<file path="config.mk">
export PLATFORM = sky130hd
export DESIGN_NAME = pipe_stage_elastic_flat
export DESIGN_NICKNAME = d
export VERILOG_FILES = /design/src/rtl/pipe_stage_elastic_if.sv /design/src/rtl/pipe_stage_elastic.sv /design/src/flat_wrapper.sv
export SDC_FILE = /design/constraint.sdc
export NUM_CORES = 1
export LEC_CHECK = 0
export CORE_MARGIN = 2
export CORE_UTILIZATION = 51
export CTS_CLUSTER_DIAMETER = 30
export DETAILED_ROUTE_END_ITERATION = 16
export PLACE_DENSITY = 0.82
export SKIP_LAST_GASP = 1
export SLEW_MARGIN = 0
export SYNTH_ARGS = -nofsm -noshare
export SYNTH_HDL_FRONTEND = slang
export SYNTH_SLANG_ARGS = --single-unit
</file>
<file path="constraint.sdc">
create_clock -name clk -period 4 [get_ports clk]
set_input_delay 0.8 -clock clk [delete_from_list [all_inputs] [get_ports clk]]
set_output_delay 0.8 -clock clk [all_outputs]
set_load 0.005 [all_outputs]
</file>
<file path="src/rtl/pipe_stage_elastic_if.sv">
// Handshake and payload bundle for one elastic pipeline stage: the upstream
// (in_*) and downstream (out_*) sides of the stage.
interface pipe_stage_elastic_if #(
  parameter int XLEN = 32,
  parameter int ILEN = 32
);
  logic            in_valid;
  logic            in_ready;
  logic [ILEN-1:0] in_inst;
  logic [XLEN-1:0] in_pc;
  logic [XLEN-1:0] in_pc4;
  logic            out_valid;
  logic            out_ready;
  logic [ILEN-1:0] out_inst;
  logic [XLEN-1:0] out_pc;
  logic [XLEN-1:0] out_pc4;

  // Environment side: feeds upstream entries and the downstream ready.
  modport master (
    output in_valid, in_inst, in_pc, in_pc4, out_ready,
    input  in_ready, out_valid, out_inst, out_pc, out_pc4
  );

  // Stage side.
  modport slave (
    input  in_valid, in_inst, in_pc, in_pc4, out_ready,
    output in_ready, out_valid, out_inst, out_pc, out_pc4
  );
endinterface

</file>
<file path="src/rtl/pipe_stage_elastic.sv">
// Elastic pipeline stage carrying inst/PC/PC+4 with valid/ready flow control,
// optional two-entry skid buffer, synchronous flush and a saturating stall counter.
module pipe_stage_elastic #(
  parameter int              XLEN     = 32,
  parameter int              ILEN     = 32,
  parameter bit              SKID     = 1'b1,
  parameter logic [ILEN-1:0] NOP_INST = ILEN'(32'h0000_0013),
  parameter int              CNT_W    = 16
) (
  input  logic              clk,
  input  logic              reset_n,
  input  logic              flush,
  pipe_stage_elastic_if.slave ps,
  output logic [CNT_W-1:0]  stall_cnt
);

  // Encoding is {skid_valid, main_valid}.
  localparam logic [1:0] ST_EMPTY = 2'b00;
  localparam logic [1:0] ST_ONE   = 2'b01;
  localparam logic [1:0] ST_FULL  = 2'b11;

  logic [1:0]      state_q, state_d;
  logic [ILEN-1:0] main_inst_q, main_inst_d;
  logic [XLEN-1:0] main_pc_q, main_pc_d;
  logic [XLEN-1:0] main_pc4_q, main_pc4_d;
  logic [ILEN-1:0] skid_inst_q, skid_inst_d;
  logic [XLEN-1:0] skid_pc_q, skid_pc_d;
  logic [XLEN-1:0] skid_pc4_q, skid_pc4_d;
  logic            in_ready_q, in_ready_d;
  logic [CNT_W-1:0] stall_q, stall_d;
  logic            acc;
  logic            dlv;

  assign ps.out_valid = state_q[0];
  assign ps.out_inst  = main_inst_q;
  assign ps.out_pc    = main_pc_q;
  assign ps.out_pc4   = main_pc4_q;
  assign stall_cnt    = stall_q;

  // Without a skid slot the stage can only take a new entry when the held one leaves.
  assign ps.in_ready = SKID ? in_ready_q : (!state_q[0] || ps.out_ready);

  assign acc = ps.in_valid && ps.in_ready;
  assign dlv = ps.out_valid && ps.out_ready;

  always_comb begin
    state_d     = state_q;
    main_inst_d = main_inst_q;
    main_pc_d   = main_pc_q;
    main_pc4_d  = main_pc4_q;
    skid_inst_d = skid_inst_q;
    skid_pc_d   = skid_pc_q;
    skid_pc4_d  = skid_pc4_q;
    in_ready_d  = in_ready_q;
    stall_d     = stall_q;

    if (ps.out_valid && !ps.out_ready && (stall_q != '1)) begin
      stall_d = stall_q + CNT_W'(1);
    end

    if (flush) begin
      state_d     = ST_EMPTY;
      main_inst_d = NOP_INST;
      main_pc_d   = '0;
      main_pc4_d  = '0;
      in_ready_d  = 1'b1;
    end else begin
      case (state_q)
        ST_EMPTY: begin
          if (acc) begin
            state_d     = ST_ONE;
            main_inst_d = ps.in_inst;
            main_pc_d   = ps.in_pc;
            main_pc4_d  = ps.in_pc4;
          end
        end
        ST_ONE: begin
          if (acc && dlv) begin
            main_inst_d = ps.in_inst;
            main_pc_d   = ps.in_pc;
            main_pc4_d  = ps.in_pc4;
          end else if (acc) begin
            // Only reachable with SKID=1: the combinational ready blocks this case otherwise.
            state_d     = ST_FULL;
            skid_inst_d = ps.in_inst;
            skid_pc_d   = ps.in_pc;
            skid_pc4_d  = ps.in_pc4;
            in_ready_d  = 1'b0;
          end else if (dlv) begin
            state_d     = ST_EMPTY;
            main_inst_d = NOP_INST;
            main_pc_d   = '0;
            main_pc4_d  = '0;
          end
        end
        ST_FULL: begin
          if (dlv) begin
            state_d     = ST_ONE;
            main_inst_d = skid_inst_q;
            main_pc_d   = skid_pc_q;
            main_pc4_d  = skid_pc4_q;
            in_ready_d  = 1'b1;
          end
        end
        default: begin
          state_d     = ST_EMPTY;
          main_inst_d = NOP_INST;
          main_pc_d   = '0;
          main_pc4_d  = '0;
          in_ready_d  = 1'b1;
        end
      endcase
    end
  end

  always_ff @(posedge clk or negedge reset_n) begin
    if (!reset_n) begin
      state_q     <= ST_EMPTY;
      main_inst_q <= NOP_INST;
      main_pc_q   <= '0;
      main_pc4_q  <= '0;
      skid_inst_q <= '0;
      skid_pc_q   <= '0;
      skid_pc4_q  <= '0;
      in_ready_q  <= 1'b1;
      stall_q     <= '0;
    end else begin
      state_q     <= state_d;
      main_inst_q <= main_inst_d;
      main_pc_q   <= main_pc_d;
      main_pc4_q  <= main_pc4_d;
      skid_inst_q <= skid_inst_d;
      skid_pc_q   <= skid_pc_d;
      skid_pc4_q  <= skid_pc4_d;
      in_ready_q  <= in_ready_d;
      stall_q     <= stall_d;
    end
  end

endmodule

</file>
<file path="src/flat_wrapper.sv">
// flat-port wrapper written by rule: the top's interface ports become plain ports
module pipe_stage_elastic_flat 
#(
  parameter int              XLEN     = 32,
  parameter int              ILEN     = 32,
  parameter bit              SKID     = 1'b1,
  parameter logic [ILEN-1:0] NOP_INST = ILEN'(32'h0000_0013),
  parameter int              CNT_W    = 16
)
  (clk, reset_n, flush, stall_cnt, ps_in_valid, ps_in_inst, ps_in_pc, ps_in_pc4, ps_out_ready, ps_in_ready, ps_out_valid, ps_out_inst, ps_out_pc, ps_out_pc4);
  pipe_stage_elastic_if #(.XLEN(XLEN), .ILEN(ILEN)) ps_i ();
  input  logic clk;
  input  logic reset_n;
  input  logic flush;
  output logic [CNT_W-1:0] stall_cnt;
  input wire logic [$bits(ps_i.in_valid)-1:0] ps_in_valid;
  input wire logic [$bits(ps_i.in_inst)-1:0] ps_in_inst;
  input wire logic [$bits(ps_i.in_pc)-1:0] ps_in_pc;
  input wire logic [$bits(ps_i.in_pc4)-1:0] ps_in_pc4;
  input wire logic [$bits(ps_i.out_ready)-1:0] ps_out_ready;
  output wire logic [$bits(ps_i.in_ready)-1:0] ps_in_ready;
  output wire logic [$bits(ps_i.out_valid)-1:0] ps_out_valid;
  output wire logic [$bits(ps_i.out_inst)-1:0] ps_out_inst;
  output wire logic [$bits(ps_i.out_pc)-1:0] ps_out_pc;
  output wire logic [$bits(ps_i.out_pc4)-1:0] ps_out_pc4;
  assign ps_i.in_valid = ps_in_valid;
  assign ps_i.in_inst = ps_in_inst;
  assign ps_i.in_pc = ps_in_pc;
  assign ps_i.in_pc4 = ps_in_pc4;
  assign ps_i.out_ready = ps_out_ready;
  assign ps_in_ready = ps_i.in_ready;
  assign ps_out_valid = ps_i.out_valid;
  assign ps_out_inst = ps_i.out_inst;
  assign ps_out_pc = ps_i.out_pc;
  assign ps_out_pc4 = ps_i.out_pc4;
  pipe_stage_elastic #(.XLEN(XLEN), .ILEN(ILEN), .SKID(SKID), .NOP_INST(NOP_INST), .CNT_W(CNT_W)) u_core (.clk(clk), .reset_n(reset_n), .flush(flush), .ps(ps_i), .stall_cnt(stall_cnt));
endmodule
</file>
# [Yosys cells after proc, flatten, opt, wreduce, memory -nomap -nowiden]
# Cells that the tools add are included.
[classes] add_sub_neg=1 muxes=31 bitwise=2 reduce_logical=11 n_eq_ne=11
[op_table] operator="$mux W32" count=16
[op_table] operator="$pmux W32 S3" count=3
[op_table] operator="$add A16 B1 Y16 const B" count=1
[op_table] operator="$ne A16 B16 Y1 const B" count=1
[op_table] operator="$reduce_and A4 Y1" count=4
[op_table] operator="$mux W2" count=6
[op_table] operator="$ne A3 B2 Y1 const B" count=3
[op_table] operator="$ne A4 B2 Y1 const B" count=2
[op_table] operator="$pmux W2 S3" count=1
[op_table] operator="$logic_and A1 B1 Y1" count=5
[op_table] operator="$mux W1" count=4
[op_table] operator="$ne A4 B4 Y1 const B" count=1
[op_table] operator="$ne A3 B3 Y1 const B" count=1
[op_table] operator="$pmux W1 S3" count=1
[op_table] operator="$eq A2 B1 Y1 const B" count=1
[op_table] operator="$eq A2 B2 Y1 const B" count=1
[op_table] operator="$logic_not A2 Y1" count=1
[op_table] operator="$ne A2 B2 Y1 const B" count=1
[op_table] operator="$not A1 Y1" count=2
[op_table] operator="$logic_not A1 Y1" count=1
[totals] word_cells=65 ff_bits=211

# [Logic depth before layout (Yosys ltp)]
# Gate-level depths: netlist of run 1.
[logic_depth] depth_word=6 mapped_depth=9 ltp_nobuf=6

# [Worst setup path after synthesis of run 1]
# No wires, ideal clock.
[synth_timing] kind="input to register" startpoint="input flush" endpoint="register u_core.skid_inst_q[0]" n_path_buf=4 setup_slack_ns=1.979 t_required_ns=3.875 arrival_ns=1.896 path_stages=7 cell_sequence="buf_2 > nor2_1 > and2_1 > buf_2 > buf_6 > buf_6 > mux2_2"
[synth_via] elab_chain_cells=2
[synth_lines] element="start, declared" line="flat_wrapper.sv:14" rtl="input logic flush;"
[synth_lines] element="$not A1 Y1 (no source line)"
[synth_lines] element="$reduce_and A4 Y1 (no source line)"
[synth_lines] element="end signal, assigned" line="pipe_stage_elastic.sv:132" rtl="skid_inst_q <= skid_inst_d;"
[synth_lines] element="end, declared" line="pipe_stage_elastic.sv:26" rtl="logic [ILEN-1:0] skid_inst_q, skid_inst_d;"
# Every way passes these cells.
# A chain may end at the register's enable or synchronous reset.

# [Worst setup path in the final report of run 1]
[layout_timing] startpoint="register u_core.state_q[0]" endpoint="register u_core.main_inst_q[24], in the netlist u_core.ps.out_inst[24]"
[layout_via] elab_chain_cells=5 word_cells_on_any_way=13 cone_classes="6 x eq/ne; 3 x mux; 4 x reduce/logical"
[layout_lines] element="start, declared" line="pipe_stage_elastic.sv:22" rtl="logic [1:0] state_q, state_d;"
[layout_lines] element="start signal, assigned" line="pipe_stage_elastic.sv:128" rtl="state_q <= state_d;"
[layout_lines] element="$logic_and A1 B1 Y1" line="pipe_stage_elastic.sv:44" rtl="assign dlv = ps.out_valid && ps.out_ready;"
[layout_lines] element="$logic_and A1 B1 Y1" line="pipe_stage_elastic.sv:78" rtl="if (acc && dlv) begin"
[layout_lines] element="$mux W32" line="pipe_stage_elastic.sv:78"
[layout_lines] element="$pmux W32 S3" line="pipe_stage_elastic.sv:68" rtl="case (state_q)"
[layout_lines] element="$mux W32" line="pipe_stage_elastic.sv:61" rtl="if (flush) begin"
[layout_lines] element="end signal, assigned" line="pipe_stage_elastic.sv:129" rtl="main_inst_q <= main_inst_d;"
[layout_lines] element="end, declared" line="pipe_stage_elastic.sv:23" rtl="logic [ILEN-1:0] main_inst_q, main_inst_d;"
# Parallel ways exist; a longest one is shown, timed or not.

==> results of run 1 <==
## logic make-up (layout without fill, tap and decap cells)
group,after synthesis,in the layout
AND/OR/NAND/NOR,55,55
multiplexers,103,103
flip-flops,211,211
AO/OA/AOI/OAI,216,216
adder cells (fa/ha/maj),5,5
buffers and inverters,61,307
other,0,1
XOR/XNOR,5,5
## registers in the layout, indices dropped and copies added, names as in the netlist
| name | flops |
|---|---|
| u_core.skid_pc_q | 32 |
| u_core.skid_inst_q | 32 |
| u_core.state_q | 2 |
| u_core.stall_cnt | 16 |
| u_core.skid_pc4_q | 32 |
| u_core.ps.out_inst | 32 |
| u_core.ps.out_pc4 | 32 |
| u_core.ps.in_ready | 1 |
| u_core.ps.out_pc | 32 |
## final timing paths
check                                         end  slack, ps  depth (start not counted)
max in group asynchronous  u_core.skid_inst_q[26]       2620                          2
min in group clk            u_core.ps.out_pc4[30]        490                          1
setup reg to reg           u_core.ps.out_inst[24]       1260                          5
setup / recovery           u_core.ps.out_inst[24]       1260                          5
hold / removal             u_core.skid_inst_q[18]        420                          1
hold reg to reg             u_core.ps.out_pc4[30]        490                          1
## layer usage
metal	vias to the layer above	global-route usage, %
li1	2968	-
met1	3488	32.13
met2	306	41.46
met3	69	5.369
met4	0	12.91
met5	-	0
## power groups by stage
stage | Clock (mW) | Sequential, mW | Combinational [mW]
finish | 3.52 | 3.56 | 2.90
floorplan | 0 | 3.42 | 1.65
detailed placement | 0 | 3.54 | 2.89
global route | 3.67 | 3.64 | 3.13
CTS | 3.56 | 3.54 | 2.92
global placement | 0 | 3.49 | 2.75
## metrics by stage
step | setup slack (ps) | instances | util [%] | instance area, µm²
6_report | 1262 | 1128 | 73.19 | 12610
5_1_grt | 1101 | 1128 | 73.19 | 12610
4_1_cts | 1287 | 1127 | 73.17 | 12610
3_5_place_dp | 881.7 | 1052 | 64.82 | 11170
3_3_place_gp | 998.2 | 1052 | 64.82 | 11170
2_1_floorplan | 1979 | 656 | - | 8937
## synthesized netlist by cell type, types with 3 or more instances
library cell,number
dfrtp_1,207
nor2_1,8
mux2_2,94
nand4_1,4
nor2b_1,3
dfstp_2,4
nand3_1,7
clkbuf_1,14
nor3_1,5
o21ai_0,6
nand2_1,12
buf_2,23
buf_1,3
a21oi_1,10
xor2_1,3
ha_1,5
inv_1,8
a22oi_1,97
buf_6,13
mux2_1,7
o2bb2ai_1,93
## worst register-to-register path: cells and delay by family (launching register included)
| kind | cells | cell delay (ps) |
|---|---|---|
| buffers and inverters | 1 | 510 |
| flip-flops | 1 | 550 |
| adder cells (fa/ha/maj) | 1 | 310 |
| AO/OA/AOI/OAI | 3 | 1250 |
## layout make-up
cell class / instances / area, µm² / share of cell area, %
Antenna cell: 1 / 2.502 / 0.01984
Clock buffer: 53 / 1164 / 9.224
Clock inverter: 22 / 276.5 / 2.192
Inverter: 8 / 30.03 / 0.2380
Multi-Input combinational cell: 384 / 3329 / 26.39
Sequential cell: 211 / 5285 / 41.90
Tap cell: 225 / 281.5 / 2.232
Timing Repair Buffer: 224 / 2246 / 17.80
==> results by group, run 1 <==
Outcome
  • Status: finished clean

Setup path
  • Setup Crit Path Kind: flip-flop to flip-flop
  • Slowest CP cell: a2111o_2
  • Largest delay share family, worst path: compound AO/OA/AOI/OAI gates
  • Worst Path Buf+Inv: 1
  • Worst-path fanout max: 51
  • Worst EP arrival: 3110 ps
  • Crit. Startpoint: u_core.state_q[0]
  • CP required: 4370 ps
  • RR Startpoint: u_core.state_q[0]
  • CP Cell Sequence: ha_1 -> a2bb2oi_1 -> a2111o_2 -> buf_4 -> o2bb2ai_1
  • Largest stage delay on the critical path: 860 ps
  • CP endpoint kind: flip-flop
  • CP startpoint kind: flip-flop

Layout
  • Fill cells: between 1000 and 1500
  • Area added between synthesis and finish: 41.15%
  • Commonest non-fill, non-tap cells in the layout: clkdlybuf4s50_1, dfrtp_1, a22oi_1
  • Nets: 977
  • Share of cells above drive strength 1: 21.06%
  • Most common cell after layout, fill and taps aside: clkdlybuf4s50_1

Synthesis
  • Post-Synth XOR/XNOR Area: 0.4900%
  • Post-Syn Area: between 0.008 and 0.009 mm²
  • Synth area leaders: dfrtp_1, mux2_2, o2bb2ai_1, a22oi_1, buf_6
  • Netlist cell types: 45
  • Post-synth top area cell: dfrtp_1
  • Top_reg_cell synth: dfrtp_1
  • Largest family of logic cells by synthesized area: compound AO/OA/AOI/OAI gates
  • Syn nets: 762
  • Mux cell area share after synthesis: roughly 13%
  • Syn. warnings: 0
  • Register area share after synthesis: between 50% and 60%
  • Post-synth ARST share: 100.0%
  • Syn Inst Count: 656
  • Synth Register Bits: 211
  • Synth Area in Simple Gates: 3.654%
  • Compound-gate portion of the synthesized area: between 10% and 20%
  • Synth top area share: a little under 60%
  • Number of synthesized flops with an enable pin: 0
  • Syn_area_per_cell: 13.62 µm²
  • Post-synthesis adder-cell area fraction: less than 1%

Timing
  • Slew Limit Fails: 0
  • Setup Skew: 20.22 ps
  • Hold Slack: 424.5 ps
  • Final setup violation count: 0
  • Final hold vios: 0
  • Crit path time final: approximately 2700 ps
  • Max-slew headroom: 23.07%
  • Slew at the pin with the worst max-slew slack: 1154 ps
  • Setup TNS: 0 ps
  • RSZ-0062 raised after global routing: no
  • Crit share post-route: just under 70%
  • Peak Freq: ~370 MHz

Floorplanning
  • Initial Util: 51.85%
  • Num rows: between 40 and 50
  • Die width: 136.4 µm
  • Core Area: between 0.015 and 0.02 mm²
  • Die H: 136.4 µm
  • Top-level port count: 215
  • Die area: about 0.019 mm²

Global route
  • GRT overflow: 0
  • Global-route wire length before repair: 37460 µm
  • Initial antenna violation count: 1
  • Largest net degree at the start of global routing: ~120
  • Tot GR Track Use: 25.41%
  • Vias in the first global route: 7108

Clock network
  • Worst-path clk slew: 40 ps
  • Hold-fix buffers, CTS: 0
  • Root Buffer: clkbuf_16
  • CTS tree: yes
  • Clk buf depth: 3
  • H-tree depth: 2
  • Num Clock Sinks: 211
  • Post-CTS setup repair buffer count: 0
  • CTS resizes: 0
  • Later-pin clock latency in the skew report: 510 ps
  • CTS Buf Count: 42

Power
  • Clk network pwr share: 35.3%
  • Total power: 9.975 mW
  • Combinational fraction of design power: 29.1%
  • Internal: just under 7 mW
  • Max VDD drop: 0.0004510 V
  • Psw: 3.060 mW
  • Sw frac: 30.68%
  • Pleak: between 5 and 6 nW
  • Pwr Density: 790.7 mW/mm²
  • Register share of total power: 35.7%

Routing
  • Wire length on met1: around 9400 µm
  • Met2 wire length: 11830 µm
  • Via Count: 6831
  • WL final: 23750 µm
  • Detail Route Antenna Nets: 0
  • Iter 0 DRT Violations: 533
  • Wire per inst: around 21 µm
  • Via/cell ratio: 6.056
  • Top routing layer in use: met4
  • Residual DRC count: 0
  • Met3 WL: 1450 µm
  • Iteration count of the initial detailed-routing pass: 5

Run
  • Max Cap Viol: 0

Hold path
  • HP Class: input port to async pin

Placed design
  • PortBufs: 214
  • Gpl congestion: 0.7983
  • Dpl hpwl: roughly 14000 µm
(Power assumes the default switching activity.)
==> run 2: changes to the inputs <==
--- a/config.mk
+++ b/config.mk
@@ -6,10 +6,10 @@
 export NUM_CORES = 1
 export LEC_CHECK = 0
 export CORE_MARGIN = 2
-export CORE_UTILIZATION = 51
+export CORE_UTILIZATION = 50
 export CTS_CLUSTER_DIAMETER = 30
 export DETAILED_ROUTE_END_ITERATION = 16
-export PLACE_DENSITY = 0.82
+export PLACE_DENSITY = 0.8
 export SKIP_LAST_GASP = 1
 export SLEW_MARGIN = 0
 export SYNTH_ARGS = -nofsm -noshare
==> constraint.sdc (replaced) <==
create_clock -name clk -period 2.85 [get_ports clk]
set_input_delay 0.57 -clock clk [delete_from_list [all_inputs] [get_ports clk]]
set_output_delay 0.57 -clock clk [all_outputs]
set_load 0.005 [all_outputs]
==> run 2 against run 1 <==
Compared with the run above: count of clock-buffer cells in the layout shrank 1; global-route usage is essentially flat; sequential power grew 39%; cell count grew 0.62%; largest cell class unchanged.
==> results by group, run 2 (same netlist as run 1, synthesis figures left out) <==
Timing
  • Final hold vios: 0 (unchanged)
  • Slew at the pin with the worst max-slew slack: 602.2 ps (-551.8 ps)
  • Peak Freq: 417.1 MHz (+14%)
  • Final setup violation count: 0 (unchanged)
  • Slew Limit Fails: 0 (unchanged)
  • Crit path time final: 2397 ps (-340.5 ps)
  • Setup TNS: 0 ps (unchanged)
  • Max-slew headroom: 59.86% (+37 points)
  • Crit share post-route: 84.11% (+16 points)
  • Setup slack after layout: 452.7 ps (-809.5 ps)
  • Setup Skew: 18.23 ps (-1.985 ps)
  • RSZ-0062 raised after global routing: no

Global route
  • Met3 GRT Util: 6.291% (+0.92 points)
  • Vias in the first global route: 7062 (-0.65%)
  • Met1 Use GR: 33.57% (+1.4 points)
  • Initial antenna violation count: 1 (unchanged)
  • GRT overflow: 0 (unchanged)
  • GR Util met2: 39.66% (-1.8 points)
  • Gr busiest metal: met2
  • Tot GR Track Use: 25.45% (+0.042 points)
  • Global-route wire length before repair: 37600 µm (+0.37%)
  • Largest net degree at the start of global routing: 65 (-43%)

Outcome
  • Status: finished clean

Clock network
  • Later-pin clock latency in the skew report: 520 ps (about the same)
  • Clk buf depth: 3 (unchanged)
  • Worst-path clk slew: 50 ps (about the same)
  • CTS resizes: 0 (unchanged)
  • Hold-fix buffers, CTS: 0 (unchanged)
  • Post-CTS setup repair buffer count: 0 (unchanged)
  • H-tree depth: 2 (unchanged)
  • CTS tree: yes
  • Root Buffer: clkbuf_16
  • CTS Buf Count: 41 (-2.4%)
  • Num Clock Sinks: 211 (unchanged)

Setup path
  • Worst-path fanout max: 50 (-2.0%)
  • Worst R2R Path Depth: 5 (unchanged)
  • Setup Crit Path Kind: flip-flop to flip-flop
  • Worst EP arrival: 2810 ps (-300 ps)
  • Register-to-register setup slack: 450 ps (-810 ps)
  • CP required: 3260 ps (-1110 ps)
  • Critical Path End: u_core.ps.out_pc[15]
  • CP startpoint kind: flip-flop
  • RR Startpoint: u_core.state_q[0]
  • Crit. Startpoint: u_core.state_q[0]
  • R2r endpoint: u_core.ps.out_pc[15]
  • CP endpoint kind: flip-flop

Routing
  • Wire per inst: 20.65 µm (-1.9%)
  • Iter 0 DRT Violations: 267 (-50%)
  • Detail Route Antenna Nets: 0 (unchanged)
  • WL final: 23440 µm (-1.3%)
  • Via Count: 6778 (-0.78%)
  • Residual DRC count: 0 (unchanged)
  • Via/cell ratio: 5.972 (-1.4%)
  • Iteration count of the initial detailed-routing pass: 5 (unchanged)

Placed design
  • Gpl congestion: 0.8050 (+0.84%)
  • Dpl hpwl: 14540 µm (+1.5%)
  • Setup WS pre-CTS: 296.5 ps (-585.2 ps)
  • PortBufs: 214 (unchanged)

Floorplanning
  • Initial Util: 51.49% (-0.36 points)
  • Die area: 0.01896 mm² (+1.9%)
  • Die H: 137.7 µm (+0.96%)
  • Num rows: 48 (unchanged)
  • Core Area: 0.01736 mm² (+0.70%)
  • Top-level port count: 215 (unchanged)
  • Die width: 137.7 µm (+0.96%)

Layout
  • Most common cell after layout, fill and taps aside: clkdlybuf4s50_1
  • Nets: 983 (+0.61%)
  • Share of cells above drive strength 1: 21.78% (+0.72 points)
  • Commonest non-fill, non-tap cells in the layout: clkdlybuf4s50_1, dfrtp_1, a22oi_1
  • Area added between synthesis and finish: 43.22%
  • Fill cells: 1067 (+1.4%)
  • Final core occ: 73.75% (+0.56 points)

Power
  • Pwr Density: 1107 mW/mm² (+40%)
  • Total power: 14.18 mW (+42%)
  • Max VDD drop: 0.0006283 V (+39%)
  • Pleak: 5.394 nW (+1.4%)

Hold path
  • HP Class: input port to async pin

Run
  • Max Cap Viol: 0 (unchanged)
[run 2: worst min-delay path by stage]
stage | from | end | slack (ps) | depth (start not counted)
final | reset_n | u_core.stall_cnt[11] | 60 | 1
after floorplan | reset_n | u_core.ps.out_inst[10] | 270 | 0
after global placement | u_core.skid_inst_q[29] | u_core.skid_inst_q[29] | 470 | 1
after CTS | reset_n | u_core.ps.out_inst[25] | 60 | 1
after global routing | reset_n | u_core.stall_cnt[11] | 80 | 1
after detailed placement | u_core.ps.out_inst[17] | u_core.ps.out_inst[17] | 470 | 1
[run 2: critical path, cell delays in order, from the launching register on]
cell and delay [ps]:
dfrtp_1 550, ha_4 190, buf_4 470, buf_4 590
a22oi_1 200, o2bb2ai_1 220
[run 2: metal layers]
metal	share of wire, %	up-vias
li1	-	2984
met1	41	3441
met2	48	286
met3	6.9	67
met4	3.8	0
met5	0	-
[run 2: layout make-up]
type                       instances  area [µm²]  share of cell area (%)
multi-input combinational        384        3329                   26.01
clock buffer                      52        1160                   9.062
sequential                       211        5285                   41.29
tap                              225       281.5                   2.199
antenna                            1       2.502                 0.01955
timing repair buffer             231        2399                   18.74
clock inverter                    23       312.8                   2.444
inverter                           8       30.03                  0.2346
[run 2: power by group]
group / internal, mW / switching (mW) / leakage (nW)
Combinational: 2.25 / 1.93 / 1.99
Clock: 3.44 / 1.60 / 0.704
Sequential: 4.20 / 0.757 / 2.70
[run 2: stage by stage]
step,instances,area [µm²],hold slack [ps]
6_report,1135,12800,55.78
5_1_grt,1135,12800,77.55
4_1_cts,1134,12800,60.39
3_5_place_dp,1059,11320,472.7
3_3_place_gp,1059,11320,468.2
2_1_floorplan,656,8937,274.4
